--- config.mk ---
export PLATFORM = sky130hd
export DESIGN_NAME = iq_frame_sender
export DESIGN_NICKNAME = d
export VERILOG_FILES = /design/src/rtl/iq_frame_sender.sv
export SDC_FILE = /design/constraint.sdc
export NUM_CORES = 1
export LEC_CHECK = 0
export ABC_AREA = 1
export BUFFER_PORTS_ARGS = -buffer_cell sky130_fd_sc_hd__buf_2
export CAP_MARGIN = 40
export CORE_ASPECT_RATIO = 1.2
export CORE_UTILIZATION = 60
export CTS_CLUSTER_SIZE = 28
export DETAILED_ROUTE_END_ITERATION = 8
export GPL_TIMING_DRIVEN = 1
export PLACE_DENSITY = 0.89
export SLEW_MARGIN = 20
export SYNTH_ARGS = -nofsm -noshare
export SYNTH_HDL_FRONTEND = slang
export SYNTH_SLANG_ARGS = --single-unit
--- constraint.sdc ---
create_clock -name clk -period 3.3 [get_ports clk]
set_clock_uncertainty 0.05 [all_clocks]
set_input_delay 0.495 -clock clk [delete_from_list [all_inputs] [get_ports clk]]
set_output_delay 0.495 -clock clk [all_outputs]
set_load 0.03 [all_outputs]
--- src/rtl/iq_frame_sender.sv ---
// Buffers offset-binary I/Q samples in a small FIFO and strobes one frame into a
// square_adder accumulator, then captures and reports the resulting frame energy.
module iq_frame_sender #(
    parameter int FRAME_LEN   = 64,
    parameter int FIFO_DEPTH  = 16,
    parameter int GAP         = 1,
    parameter int CMP_TIMEOUT = 255
) (
    input  logic        clk,
    input  logic        rst,
    input  logic        in_valid,
    input  logic [7:0]  in_real,
    input  logic [7:0]  in_imag,
    output logic        in_ready,
    input  logic        start,
    output logic [7:0]  acc_real,
    output logic [7:0]  acc_imag,
    output logic        acc_ready,
    output logic        acc_done,
    input  logic        acc_complete,
    input  logic [29:0] acc_energy,
    output logic [29:0] energy,
    output logic        energy_valid,
    output logic        busy,
    output logic        timeout_err
);

    localparam int AW = $clog2(FIFO_DEPTH);
    localparam int CW = $clog2(FRAME_LEN + 1);
    localparam int GW = (GAP > 1) ? $clog2(GAP) : 1;
    localparam int TW = $clog2(CMP_TIMEOUT);

    localparam logic [CW-1:0] FRAME_LAST = CW'(FRAME_LEN);
    localparam logic [GW-1:0] GAP_LAST   = GW'(GAP - 1);
    localparam logic [TW-1:0] TO_LAST    = TW'(CMP_TIMEOUT - 1);

    typedef enum logic [2:0] {
        S_IDLE,
        S_FETCH,
        S_STROBE,
        S_GAP,
        S_DONE,
        S_REPORT
    } state_t;

    state_t      state_q, state_d;
    logic [AW:0] wr_ptr_q, wr_ptr_d, rd_ptr_q, rd_ptr_d;
    logic [CW-1:0] cnt_q, cnt_d;
    logic [GW-1:0] gap_cnt_q, gap_cnt_d;
    logic [TW-1:0] to_cnt_q, to_cnt_d;
    logic [1:0]  sync_q, sync_d;
    logic [7:0]  acc_real_q, acc_real_d, acc_imag_q, acc_imag_d;
    logic        acc_ready_q, acc_ready_d, acc_done_q, acc_done_d;
    logic [29:0] energy_q, energy_d;
    logic        energy_valid_q, energy_valid_d;
    logic        busy_q, busy_d, timeout_err_q, timeout_err_d;

    logic [15:0] mem [FIFO_DEPTH];
    logic        empty, full, push, pop;

    // Extra pointer MSB distinguishes full from empty when the indices match.
    assign empty    = (wr_ptr_q == rd_ptr_q);
    assign full     = (wr_ptr_q[AW] != rd_ptr_q[AW]) && (wr_ptr_q[AW-1:0] == rd_ptr_q[AW-1:0]);
    assign in_ready = !full && !rst;
    assign push     = in_valid && in_ready;
    assign pop      = (state_q == S_FETCH) && !empty;

    // NOTE: sample storage has no reset; the pointers alone decide which entries are valid.
    always_ff @(posedge clk) begin
        if (push) begin
            mem[wr_ptr_q[AW-1:0]] <= {in_real, in_imag};
        end
    end

    always_comb begin
        // NOTE: every variable gets a default first so no path leaves it unassigned (no latches).
        state_d        = state_q;
        wr_ptr_d       = wr_ptr_q + {{AW{1'b0}}, push};
        rd_ptr_d       = rd_ptr_q + {{AW{1'b0}}, pop};
        cnt_d          = cnt_q;
        gap_cnt_d      = gap_cnt_q;
        to_cnt_d       = to_cnt_q;
        sync_d         = {sync_q[0], acc_complete};
        acc_real_d     = acc_real_q;
        acc_imag_d     = acc_imag_q;
        acc_ready_d    = 1'b0;
        acc_done_d     = acc_done_q;
        energy_d       = energy_q;
        energy_valid_d = 1'b0;
        timeout_err_d  = timeout_err_q;

        case (state_q)
            S_IDLE: begin
                if (start) begin
                    cnt_d         = '0;
                    timeout_err_d = 1'b0;
                    state_d       = S_FETCH;
                end
            end
            S_FETCH: begin
                if (!empty) begin
                    {acc_real_d, acc_imag_d} = mem[rd_ptr_q[AW-1:0]];
                    acc_ready_d = 1'b1;
                    state_d     = S_STROBE;
                end
            end
            S_STROBE: begin
                cnt_d     = cnt_q + CW'(1);
                gap_cnt_d = '0;
                state_d   = S_GAP;
            end
            S_GAP: begin
                if (gap_cnt_q == GAP_LAST) begin
                    if (cnt_q == FRAME_LAST) begin
                        acc_done_d = 1'b1;
                        to_cnt_d   = '0;
                        state_d    = S_DONE;
                    end else begin
                        state_d = S_FETCH;
                    end
                end else begin
                    gap_cnt_d = gap_cnt_q + GW'(1);
                end
            end
            S_DONE: begin
                // A completion seen on the last allowed cycle still wins over the timeout.
                if (sync_q[1]) begin
                    energy_d   = acc_energy;
                    acc_done_d = 1'b0;
                    state_d    = S_REPORT;
                end else if (to_cnt_q == TO_LAST) begin
                    timeout_err_d = 1'b1;
                    acc_done_d    = 1'b0;
                    state_d       = S_IDLE;
                end else begin
                    to_cnt_d = to_cnt_q + TW'(1);
                end
            end
            S_REPORT: begin
                energy_valid_d = 1'b1;
                state_d        = S_IDLE;
            end
            default: state_d = S_IDLE;
        endcase

        busy_d = (state_d != S_IDLE);
    end

    // NOTE: sequential state uses non-blocking assignments only.
    always_ff @(posedge clk or posedge rst) begin
        if (rst) begin
            state_q        <= S_IDLE;
            wr_ptr_q       <= '0;
            rd_ptr_q       <= '0;
            cnt_q          <= '0;
            gap_cnt_q      <= '0;
            to_cnt_q       <= '0;
            sync_q         <= '0;
            acc_real_q     <= '0;
            acc_imag_q     <= '0;
            acc_ready_q    <= 1'b0;
            acc_done_q     <= 1'b0;
            energy_q       <= '0;
            energy_valid_q <= 1'b0;
            busy_q         <= 1'b0;
            timeout_err_q  <= 1'b0;
        end else begin
            state_q        <= state_d;
            wr_ptr_q       <= wr_ptr_d;
            rd_ptr_q       <= rd_ptr_d;
            cnt_q          <= cnt_d;
            gap_cnt_q      <= gap_cnt_d;
            to_cnt_q       <= to_cnt_d;
            sync_q         <= sync_d;
            acc_real_q     <= acc_real_d;
            acc_imag_q     <= acc_imag_d;
            acc_ready_q    <= acc_ready_d;
            acc_done_q     <= acc_done_d;
            energy_q       <= energy_d;
            energy_valid_q <= energy_valid_d;
            busy_q         <= busy_d;
            timeout_err_q  <= timeout_err_d;
        end
    end

    assign acc_real     = acc_real_q;
    assign acc_imag     = acc_imag_q;
    assign acc_ready    = acc_ready_q;
    assign acc_done     = acc_done_q;
    assign energy       = energy_q;
    assign energy_valid = energy_valid_q;
    assign busy         = busy_q;
    assign timeout_err  = timeout_err_q;

endmodule

; Word-level counts from Yosys, hierarchy flattened
; Memories as Yosys holds them, arrays and structs flattened. A register that Yosys moved wholly into a read port is not among the register bits.
; Cells that the tools add are included.
[word_totals]
ff_bits = 66
latchBits = 0
ram_bits = 256
mem_bits_ro = 0
out_inout_bits = 52
word_cells = 86
n_memories = 1
[mem_list]
columns = memory, depth, word_bits, rd, rd_ports_with_merged_regs, wr, line
row1 = mem, 16, 16, 1, 1, 1, 58  ; logic [15:0] mem [FIFO_DEPTH];
[classes]
addsub = 5
mul = 0
div = 0
magnitude_cmp = 0
eq_ne = 17
shifts = 0
mux = 30
bitwise_logic = 1
reduce_logical = 19
[ops]
columns = op, count
row1 = $mux W8, 4
row2 = $mux W3, 6
row3 = $pmux W8 S2, 1
row4 = $pmux W3 S5, 1
row5 = $pmux W7 S2, 1
row6 = $mux W1, 13
row7 = $ne A2 B2 Y1 const B, 6
row8 = $add A5 B1 Y5, 2
row9 = $add A8 B1 Y8 const B, 1
row10 = $eq A8 B8 Y1 const B, 1
row11 = $reduce_and A4 Y1, 2
row12 = $reduce_bool A2 Y1, 4
row13 = $add A7 B1 Y7 const B, 1
row14 = $eq A7 B7 Y1 const B, 1
row15 = $mux W7, 1
row16 = $eq A3 B2 Y1 const B, 2
row17 = $eq A3 B3 Y1 const B, 2
row18 = $pmux W1 S2, 3
row19 = $reduce_and A2 Y1, 3
row20 = $eq A5 B5 Y1, 1
row21 = $reduce_and A5 Y1, 1
row22 = $eq A4 B4 Y1, 1
row23 = $logic_and A1 B1 Y1, 4
row24 = $eq A3 B1 Y1 const B, 1
row25 = other kinds (7), 9

; Depth between registers and ports, before layout
; Gate-level depths: netlist of run 1.
[depth]
ltp_word = 7
depth_mapped = 13

; Worst setup path before layout of run 1
; No wires, ideal clock.
[synth_timing]
path_type = input to register
start = in rst
end = mem mem[0][0] (enable)
setup_ps = 389
arrival_time_ps = 3479
required_ps = 2861
slack_ps = -617
cell_stages = 3
path_buffers = 0
path_cell_list = inv_1 > nand3_2 > nor2_1
[synth_between]
elab_chain_cells = 5
[synth_rtl]
columns = item, line
row1 = start: declaration, 10  ; input logic rst,
row2 = $logic_not A1 Y1 (no source line), n/a
row3 = $logic_and A1 B1 Y1, 64  ; assign in_ready = !full && !rst;
row4 = $logic_and A1 B1 Y1, 65  ; assign push = in_valid && in_ready;
row5 = $mux W1, 70  ; if (push) begin
row6 = $mux W1 (not written as such), 71  ; mem[wr_ptr_q[AW-1:0]] <= {in_real, in_imag};
row7 = end: declaration, 58
; Every way passes these cells.

; Final worst setup path of run 1
[layout_timing]
start = reg rd_ptr_q[0]
end = mem mem[7][6] (enable)
[layout_between]
elab_chain_cells = 7
[layout_rtl]
columns = item, line
row1 = start: declaration, 47  ; logic [AW:0] wr_ptr_q, wr_ptr_d, rd_ptr_q, rd_ptr_d;
row2 = start signal: assignment, 170  ; rd_ptr_q <= rd_ptr_d;
row3 = $eq A4 B4 Y1, 63  ; assign full = (wr_ptr_q[AW] != rd_ptr_q[AW]) && (wr_ptr_q[AW-1:0] == rd_ptr_q[AW-1:0]);
row4 = $logic_and A1 B1 Y1, 63
row5 = $logic_not A1 Y1, 64
row6 = $logic_and A1 B1 Y1, 64
row7 = $logic_and A1 B1 Y1, 65
row8 = $mux W1, 70
row9 = $mux W1 (not written as such), 71
; Every way passes these cells.

==> qor.yml, run 1 <==
timing:
  slew_headroom_pct: 43.87
  finalHoldViolCount: 0
  final_max_slew_viol_count: 0
  period_minus_slack_ns: 2.890
  fin_setup_tns_ns: 0
  layout_worst_path_cycle_share_pct: 87.56
  max_freq_mhz: 346.1
  setup_viol: 0
  rsz0062_at_grt: "false"
  tightest_slew_ns: 0.8419
yosys:
  syn_nets: 1597
  synth_flop_cell: "edfxtp_1"
  synth_top_family_by_area: "simple AND/OR/NAND/NOR gates"
  syn_area_sq_mm: 0.01478
  muxShareOfSynthArea_pct: 0
  synthCells: 1538
  ys_top_cells_by_area: "edfxtp_1 52%, nand2_1 15%, dfrtp_1 14%"
  synth-xor-area-share_pct: 0.7113
  synth_commonest_cells: "591 x nand2_1, 270 x inv_1, 256 x edfxtp_1"
  synth_cell_types: 28
  yosysTopAreaCell: "edfxtp_1"
  netlist.area_leader.share_pct: 52.03
  synthAdderAreaFrac_pct: 0.6774
  synth-compound-area-share_pct: 0.5250
  synthArstFlopShare_pct: 24.04
  yosysMostFrequentCell: "nand2_1"
  synth_edf_count: 256
  ys_seq_area_share_pct: 65.75
  synthSimpleGateAreaFrac_pct: 23.06
  synth_warnings: 0
  syn_area_per_cell_sq_um: 9.607
  synth-seq-cells: 337
power_and_ir_drop:
  power.density_mw_per_mm2: 801.1
  ir_drop_uv: 567.3
  p_switching_uw: 4979
  p_int_uw: 8578
  p_clk_share_pct: 29.4
  switching_share_pct: 36.73
  pwr-share-comb_pct: 32.1
  seqPwrFrac_pct: 38.5
  leakage_uw: 0.007888
cts:
  numCtsBuffers: 34
  root_buffer: "clkbuf_16"
  cts.htree.levels: 2
  insertion_delay_ns: 0.53
  cts_tree: "built"
  cts_resized: 0
  cts_hold_buf: 0
  cts.path.max_buffers: 3
  cts_setup_buffers: 0
  cts_sinks: 337
  path_clk_slew_ns: 0.06
worst_hold_path:
  hold_path.class: "primary input to flip-flop"
  min_from: "acc_complete"
routing:
  first_pass_iters: 5
  avgViaCountPerCell: 5.343
  wl_mm: 33.67
  via_count: 10739
  routedWlPerCell_um: 16.75
  ant_nets: 0
  drt_iter0_markers: 1079
  drc: 0
job:
  maxCapViolations: 0
setup_path:
  slowest_stage: "nor2_2"
  rrSetupSlack_ns: 0.41
  crit_fanout: 57
  worstSetupEndpointType: "flip-flop"
  worst-path-buf-inv: 2
  critPathArrivalTime_ns: 3.09
  cp_top_family: "simple AND/OR/NAND/NOR gates"
  cp_slowest_stage_delay_ns: 0.59
  r2r_cells: 8
  crit_chain: "buf_4 > nand2_1 > nand2_1 > nor2_2 > nand3b_1 > nand3_2 > nor2_2 > buf_4"
  worstSetupEndpoint: "mem[7][6]"
  timing.rr.end: "mem[7][6]"
  cp.depth: 8
  critical_path_required_ns: 3.50
  timing.rr.start: "rd_ptr_q[0]"
  cp-startpoint: "rd_ptr_q[0]"
  worstSetupStartpointType: "flip-flop"
  crit_type: "flip-flop to flip-flop"
cells_and_area:
  final_core_util_pct: 70.37
  drive_gt1_share_pct: 13.79
  final_area_sq_mm: 0.01692
  syn_to_final_growth_pct: 14.54
  fin_nets: 1723
  diodes: 0
global_routing:
  grt_max_degree: 75
  antenna_found_initial: 0
  grt_pass1_wl_mm: 52.83
  grt_usage_pct: 26.99
  grt-ovfl-total: 0
  grt_pass1_vias: 10510
floorplan:
  dieArea_sq_mm: 0.02526
  start_util_pct: 61.44
  core_sq_mm: 0.02405
  ioPinCount: 103
  die_h_um: 173.9
  fp.dieW_um: 145.3
  row_count: 62
run_status:
  outcome: "complete, no violations"
placement:
  gp_congestion: 0.8284
  io_buffers: 102
  hpwl_mm: 20.23
  dpl_cell_area_sq_mm: 0.01574
-- logic make-up (layout without fill, tap and decap cells) --
group	Yosys count	count (layout)
AOI/OAI and AO/OA	15	15
xor gates and xnor gates	12	12
adders and majority gates	8	8
buffers and inverters	337	489
DFF	337	337
and+or+nand+nor	829	829
-- cell usage in the layout (no fill, tap or decap), types with 2 or more instances in the layout --
master / synthesis / routed
nand2_1: 591 / 591
inv_1: 270 / 269
edfxtp_1: 256 / 256
nand3_1: 180 / 180
buf_2: 32 / 102
dfrtp_1: 81 / 79
buf_4: 13 / 43
clkbuf_16: 0 / 35
nor2_1: 34 / 31
nor2_2: 12 / 15
o21ai_0: 9 / 9
clkinv_2: 0 / 8
xor2_1: 8 / 8
ha_1: 8 / 8
inv_2: 7 / 6
bufinv_16: 0 / 5
clkbuf_1: 9 / 5
xnor2_1: 4 / 4
clkinv_1: 1 / 4
nand4_1: 3 / 3
nor3_1: 3 / 3
o21ai_1: 3 / 3
inv_6: 0 / 3
nand2_2: 2 / 2
nand3_2: 2 / 2
clkinvlp_4: 0 / 2
a21oi_1: 2 / 2
buf_12: 0 / 2
-- flip-flops by register name, summed over array words and instances, names as in the netlist, 5 cells and up --
register and flops:
acc_imag 8, acc_real 8, cnt_q 7, energy 30, mem 256, rd_ptr_q 5
to_cnt_q 8, wr_ptr_q 5
-- through the flow --
step                      worst slack [ns]  hold slack (ns)  instances  total power [uW]
after floorplan                     0.2770           0.2812       1538              8324
after global placement              0.4830           0.2932       1945              9315
after detailed placement            0.4660           0.2950       1946              9467
after CTS                           0.4186          0.04936       2008             13510
after global routing                0.2400          0.05525       2010             14180
final                               0.4104          0.06026       2010             13560
-- power by group through the flow --
stage,registers (uW),logic (uW),clock network [uW]
after CTS,5210,4290,4010
after floorplan,5430,2900,0
after global placement,5270,4050,0
after detailed placement,5290,4180,0
final,5220,4360,3980
after global routing,5250,4780,4160
-- layout make-up --
type	instances	area (sq um)
Tap cell	320	400.4
Clock inverter	21	255.2
Timing Repair Buffer	148	888.4
Inverter	279	1055
Multi-Input combinational cell	864	3697
Fill cell	1558	7124
Sequential cell	337	9719
Clock buffer	41	908.4
-- layer usage --
layer	routed length, um	vias to the layer above	track usage, %
met2	16370	650	45.27
met5	0	-	0
met1	12530	4919	33.87
met4	1582	0	14.69
met3	3188	113	4.226
li1	-	5057	-
-- worst min path at each step --
stage,to,depth (start not counted)
3_3_place_gp,sync_q[1],0
6_report,sync_q[0],1
4_1_cts,sync_q[0],1
2_1_floorplan,sync_q[1],0
5_1_grt,sync_q[0],1
3_5_place_dp,sync_q[1],0
Note: power is estimated with default switching activity, not from simulation.
==> run 2: changes to the inputs <==
clock period = 3 ns   (was 3.3 ns; I/O delays follow)
==> qor.yml, run 2 (synthesis results as in run 1) <==
routing:
  ant_nets: 0  # unchanged
  drt_iter0_markers: 1137  # was 1079
  avgViaCountPerCell: 5.405  # was 5.343
  drc: 0  # unchanged
  first_pass_iters: 6  # was 5
  via_count: 10842  # was 10739
  wl_mm: 34.29  # was 33.67 mm
  routedWlPerCell_um: 17.09  # was 16.75 um
timing:
  fin_setup_tns_ns: 0  # unchanged
  period_minus_slack_ns: 2.625
  slew_headroom_pct: 45.91  # was 43.87%
  final_max_slew_viol_count: 0  # unchanged
  layout_worst_path_cycle_share_pct: 87.49
  hold_ws_ns: 0.09458  # was 0.06026 ns
  tightest_slew_ns: 0.8114  # was 0.8419 ns
  finalHoldViolCount: 0  # unchanged
  setup_viol: 0  # unchanged
  rsz0062_at_grt: "false"  # unchanged
  max_freq_mhz: 381.0
setup_path:
  worstSetupStartpointType: "flip-flop"  # unchanged
  critical_path_required_ns: 2.50  # was 3.50 ns
  worstSetupEndpointType: "output pin"  # was flip-flop
  crit_fanout: 27  # was 57
  crit_type: "flip-flop to output pin"  # was flip-flop to flip-flop
  critPathArrivalTime_ns: 2.12  # was 3.09 ns
global_routing:
  grt-ovfl-total: 0  # unchanged
  met1_usage_pct: 34.90  # was 33.87%
  top_usage_layer: "met2"  # unchanged
  grt_pass1_wl_mm: 54.43  # was 52.83 mm
  grt_pass1_vias: 10621  # was 10510
  grt_usage_pct: 27.81  # was 26.99%
  met2_usage_pct: 47.66  # was 45.27%
  grt_max_degree: 129  # was 75
  grt_use_met3_pct: 4.016  # was 4.226%
  antenna_found_initial: 0  # unchanged
cts:
  cts.htree.levels: 2  # unchanged
  cts_tree: "built"  # unchanged
  numCtsBuffers: 34  # unchanged
  path_clk_slew_ns: 0.06  # about the same
  insertion_delay_ns: 0.53  # about the same
  cts_sinks: 337  # unchanged
  cts.path.max_buffers: 3  # unchanged
  root_buffer: "clkbuf_16"  # unchanged
floorplan:
  row_count: 62  # unchanged
  core_sq_mm: 0.02405  # unchanged
  ioPinCount: 103  # unchanged
  dieArea_sq_mm: 0.02526  # unchanged
  start_util_pct: 61.44  # unchanged
  die_h_um: 173.9  # unchanged
  fp.dieW_um: 145.3  # unchanged
power_and_ir_drop:
  p_switching_uw: 5496  # was 4979 uW
  ir_drop_uv: 649.5  # was 567.3 uV
  leakage_uw: 0.007845  # was 0.007888 uW
  p_clk_share_pct: 27.7  # was 29.4%
  pwr-share-comb_pct: 32.7  # was 32.1%
  power.density_mw_per_mm2: 869.0  # was 801.1 mW/mm^2
  p_int_uw: 9166  # was 8578 uW
  switching_share_pct: 37.48  # was 36.73%
  seqPwrFrac_pct: 39.6  # was 38.5%
placement:
  dp_cells: 1943  # was 1946
  hpwl_mm: 20.61  # was 20.23 mm
  gp_congestion: 0.8879  # was 0.8284
  dpl_cell_area_sq_mm: 0.01577  # was 0.01574 sq mm
  io_buffers: 102  # unchanged
cells_and_area:
  regArea_sq_mm: 0.009719  # unchanged
  layout_common_cells: "591 x nand2_1, 269 x inv_1, 256 x edfxtp_1"  # unchanged
  fin_nets: 1720  # was 1723
  drive_gt1_share_pct: 13.64  # was 13.79%
  final_cells: 2006  # was 2010
  fill_cells: 1576  # was 1558
  syn_to_final_growth_pct: 14.18  # was 14.54%
  final_area_sq_mm: 0.01687  # was 0.01692 sq mm
  multi_input_area_sq_mm: 0.003697  # unchanged
  diodes: 0  # unchanged
  largest_reg_flops: 256  # unchanged
  layout_commonest_cell: "nand2_1"  # unchanged
job:
  maxCapViolations: 0  # unchanged
run_status:
  outcome: "complete, no violations"  # unchanged
worst_hold_path:
  hold_path.class: "primary input to flip-flop"  # unchanged
run 2: worst max-delay path, stage by stage, from the launching register on:
cell and delay, ns:
dfrtp_4 0.62, clkinv_2 0.14, nand2_1 0.09, nand2_1 0.07, nor2_2 0.17, nand3b_1 0.15, nand2_1 0.15, inv_1 0.05
buf_2 0.17
run 2: layer usage:
metal / vias to the layer above / share of wire, %
met4: 0 / 4.4
met1: 5006 / 37
met3: 110 / 9.4
met5: - / 0
met2: 673 / 50
li1: 5053 / -
run 2: worst paths after layout:
check	slack, ns	to	cells past startpoint	from
worst max register to register	0.59	mem[9][4]	9	rd_ptr_q[0]
min in group asynchronous	0.10	energy[15]	3	rst
max in group asynchronous	2.20	rd_ptr_q[1]	4	rst
worst max-delay path	0.38	in_ready	8	rd_ptr_q[0]
worst min-delay path	0.09	energy[9]	3	acc_energy[9]
worst min register to register	0.31	sync_q[1]	0	sync_q[0]
run 2: per-stage QoR:
stage | util, % | power (uW) | worst slack, ns
after floorplan | - | 9156 | 0.02199
after CTS | 70.09 | 14620 | 0.3875
final | 70.16 | 14660 | 0.3752
after detailed placement | 65.59 | 10500 | 0.6196
after global placement | 65.39 | 10310 | 0.5933
after global routing | 70.16 | 15360 | 0.2369
run 2: power groups by stage:
| stage | clock network, uW | logic [uW] | registers [uW] |
|---|---|---|---|
| after floorplan | 0 | 3190 | 5970 |
| after global placement | 0 | 4450 | 5860 |
| after detailed placement | 0 | 4620 | 5880 |
| after CTS | 4100 | 4720 | 5790 |
| after global routing | 4280 | 5240 | 5840 |
| final | 4070 | 4790 | 5800 |
run 2: area by class of cell:
class	count	share of cell area, %
Clock buffer	45	5.584
Clock inverter	16	0.7787
Inverter	279	6.252
Multi-Input combinational cell	864	21.91
Sequential cell	337	57.61
Tap cell	320	2.373
Timing Repair Buffer	145	5.488
run 2: timing repair:
item                                    CTS  global route
hold buffers                              1             0
endpoints found under the setup margin    0             0
hold endpoints to repair                  1             0
buffers inserted                          0             0
resized for setup                         0             0
==> run 3: changes to the inputs <==
PLACE_DENSITY = 0.78   (was 0.89)
SLEW_MARGIN = 10   (was 20)
==> qor.yml, run 3 (synthesis results as in run 1) <==
setup_path:
  critical_path_required_ns: 3.38  # was 2.50 ns
  worstSetupEndpointType: "flip-flop"  # was output pin
  worstSetupStartpointType: "flip-flop"  # unchanged
  crit_fanout: 35  # was 27
  r2r_cells: 7  # was 9
  crit_type: "flip-flop to flip-flop"  # was flip-flop to output pin
  critPathArrivalTime_ns: 2.79  # was 2.12 ns
power_and_ir_drop:
  ir_drop_uv: 822.3  # was 649.5 uV
  power.density_mw_per_mm2: 864.0  # was 869.0 mW/mm^2
  leakage_uw: 0.007824  # was 0.007845 uW
placement:
  hpwl_mm: 20.28  # was 20.61 mm
  io_buffers: 102  # unchanged
  gp_congestion: 0.8682  # was 0.8879
  dp_cells: 1942  # was 1943
  dpl_cell_area_sq_mm: 0.01574  # was 0.01577 sq mm
cells_and_area:
  largest_reg_flops: 256  # unchanged
  syn_to_final_growth_pct: 13.85  # was 14.18%
  diodes: 0  # unchanged
  layout_commonest_cell: "nand2_1"  # unchanged
  drive_gt1_share_pct: 13.60  # was 13.64%
  layout_common_cells: "591 x nand2_1, 269 x inv_1, 256 x edfxtp_1"  # unchanged
  multi_input_area_sq_mm: 0.003707  # was 0.003697 sq mm
  regArea_sq_mm: 0.009719  # unchanged
  final_cells: 2004  # was 2006
  fill_cells: 1720  # was 1576
  fin_nets: 1718  # was 1720
  final_core_util_pct: 69.95  # was 70.16%
  final_area_sq_mm: 0.01682  # was 0.01687 sq mm
global_routing:
  grt-ovfl-total: 0  # unchanged
  grt_pass1_wl_mm: 51.69  # was 54.43 mm
  top_usage_layer: "met2"  # unchanged
  antenna_found_initial: 0  # unchanged
  grt_usage_pct: 26.35  # was 27.81%
  met2_usage_pct: 45.13  # was 47.66%
  grt_max_degree: 129  # unchanged
  grt_use_met3_pct: 3.885  # was 4.016%
  grt_pass1_vias: 10140  # was 10621
  met1_usage_pct: 34.31  # was 34.90%
cts:
  root_buffer: "clkbuf_16"  # unchanged
  cts_tree: "built"  # unchanged
  cts_hold_buf: 0  # was 1
  cts_setup_buffers: 0  # unchanged
  cts.path.max_buffers: 3  # unchanged
  path_clk_slew_ns: 0.06  # about the same
  cts_sinks: 337  # unchanged
  cts.htree.levels: 2  # unchanged
  numCtsBuffers: 34  # unchanged
  insertion_delay_ns: 0.51  # was 0.53 ns
  cts_resized: 0  # unchanged
timing:
  tightest_slew_ns: 0.8484  # was 0.8114 ns
  period_minus_slack_ns: 2.409  # was 2.625 ns
  slew_headroom_pct: 43.44  # was 45.91%
  layout_worst_path_cycle_share_pct: 80.29  # was 87.49%
  max_freq_mhz: 415.2  # was 381.0 MHz
  final_max_slew_viol_count: 0  # unchanged
  setup_viol: 0  # unchanged
  finalHoldViolCount: 0  # unchanged
  fin_setup_tns_ns: 0  # unchanged
  rsz0062_at_grt: "false"  # unchanged
routing:
  first_pass_iters: 5  # was 6
  drc: 0  # unchanged
  wl_mm: 32.55  # was 34.29 mm
  ant_nets: 0  # unchanged
  routedWlPerCell_um: 16.24  # was 17.09 um
  via_count: 10455  # was 10842
  avgViaCountPerCell: 5.217  # was 5.405
  drt_iter0_markers: 760  # was 1137
floorplan:
  start_util_pct: 61.44  # unchanged
  ioPinCount: 103  # unchanged
  row_count: 62  # unchanged
  fp.dieW_um: 145.3  # unchanged
  core_sq_mm: 0.02405  # unchanged
  dieArea_sq_mm: 0.02526  # unchanged
  die_h_um: 173.9  # unchanged
job:
  maxCapViolations: 0  # unchanged
worst_hold_path:
  hold_path.class: "primary input to async pin"  # was primary input to flip-flop
run_status:
  outcome: "complete, no violations"  # unchanged
[run 3: cell count changes in the layout (fill, tap and decap cells not counted), sizes merged]
cell      delta
buf          -2
clkbuf       +2
clkinvlp     -2
clkinv       +1
inv          -1
[run 3: metrics by stage]
stage	total power [uW]	hold WS [ns]	setup WS (ns)
after global placement	10400	0.2943	0.7244
after global routing	15310	0.08863	0.3551
final	14530	0.07413	0.5913
after detailed placement	10520	0.2978	0.6166
after floorplan	9156	0.2812	0.02199
after CTS	14560	0.001216	0.6099
[run 3: final cells by class]
class                           count  area share, %
Clock buffer                       47          5.772
Multi-Input combinational cell    864          22.04
Clock inverter                     14         0.5876
Timing Repair Buffer              143          5.177
Sequential cell                   337          57.78
Tap cell                          320          2.380
Inverter                          279          6.270
[run 3: final timing paths]
| path | startpoint | endpoint | slack [ns] |
|---|---|---|---|
| max | state_q[1] | energy[14] | 0.59 |
| min | rst | acc_real[7] | 0.07 |
| min reg2reg | sync_q[0] | sync_q[1] | 0.31 |
| min in group clk | acc_energy[3] | energy[3] | 0.09 |
| max in group asynchronous | rst | rd_ptr_q[0] | 1.82 |
| max reg2reg | state_q[1] | energy[14] | 0.59 |
[run 3: metal layers]
layer  wire, um  vias up
li1           -     5045
met1      13050     4908
met2      16220      432
met3       2323       70
met4        956        0
met5          0        -
[run 3: where the power goes]
group          internal, uW  switching, uW
combinational          1370           3380
sequential             5470            275
clock                  2350           1690
[run 3: critical path, cell delays in order (launching register included)]
cell	delay (ns)
dfrtp_1	0.41
nor2_1	0.20
nand2_2	0.13
inv_2	0.13
nand2_2	0.36
inv_1	0.79
nand2_1	0.14
nand2_1	0.12
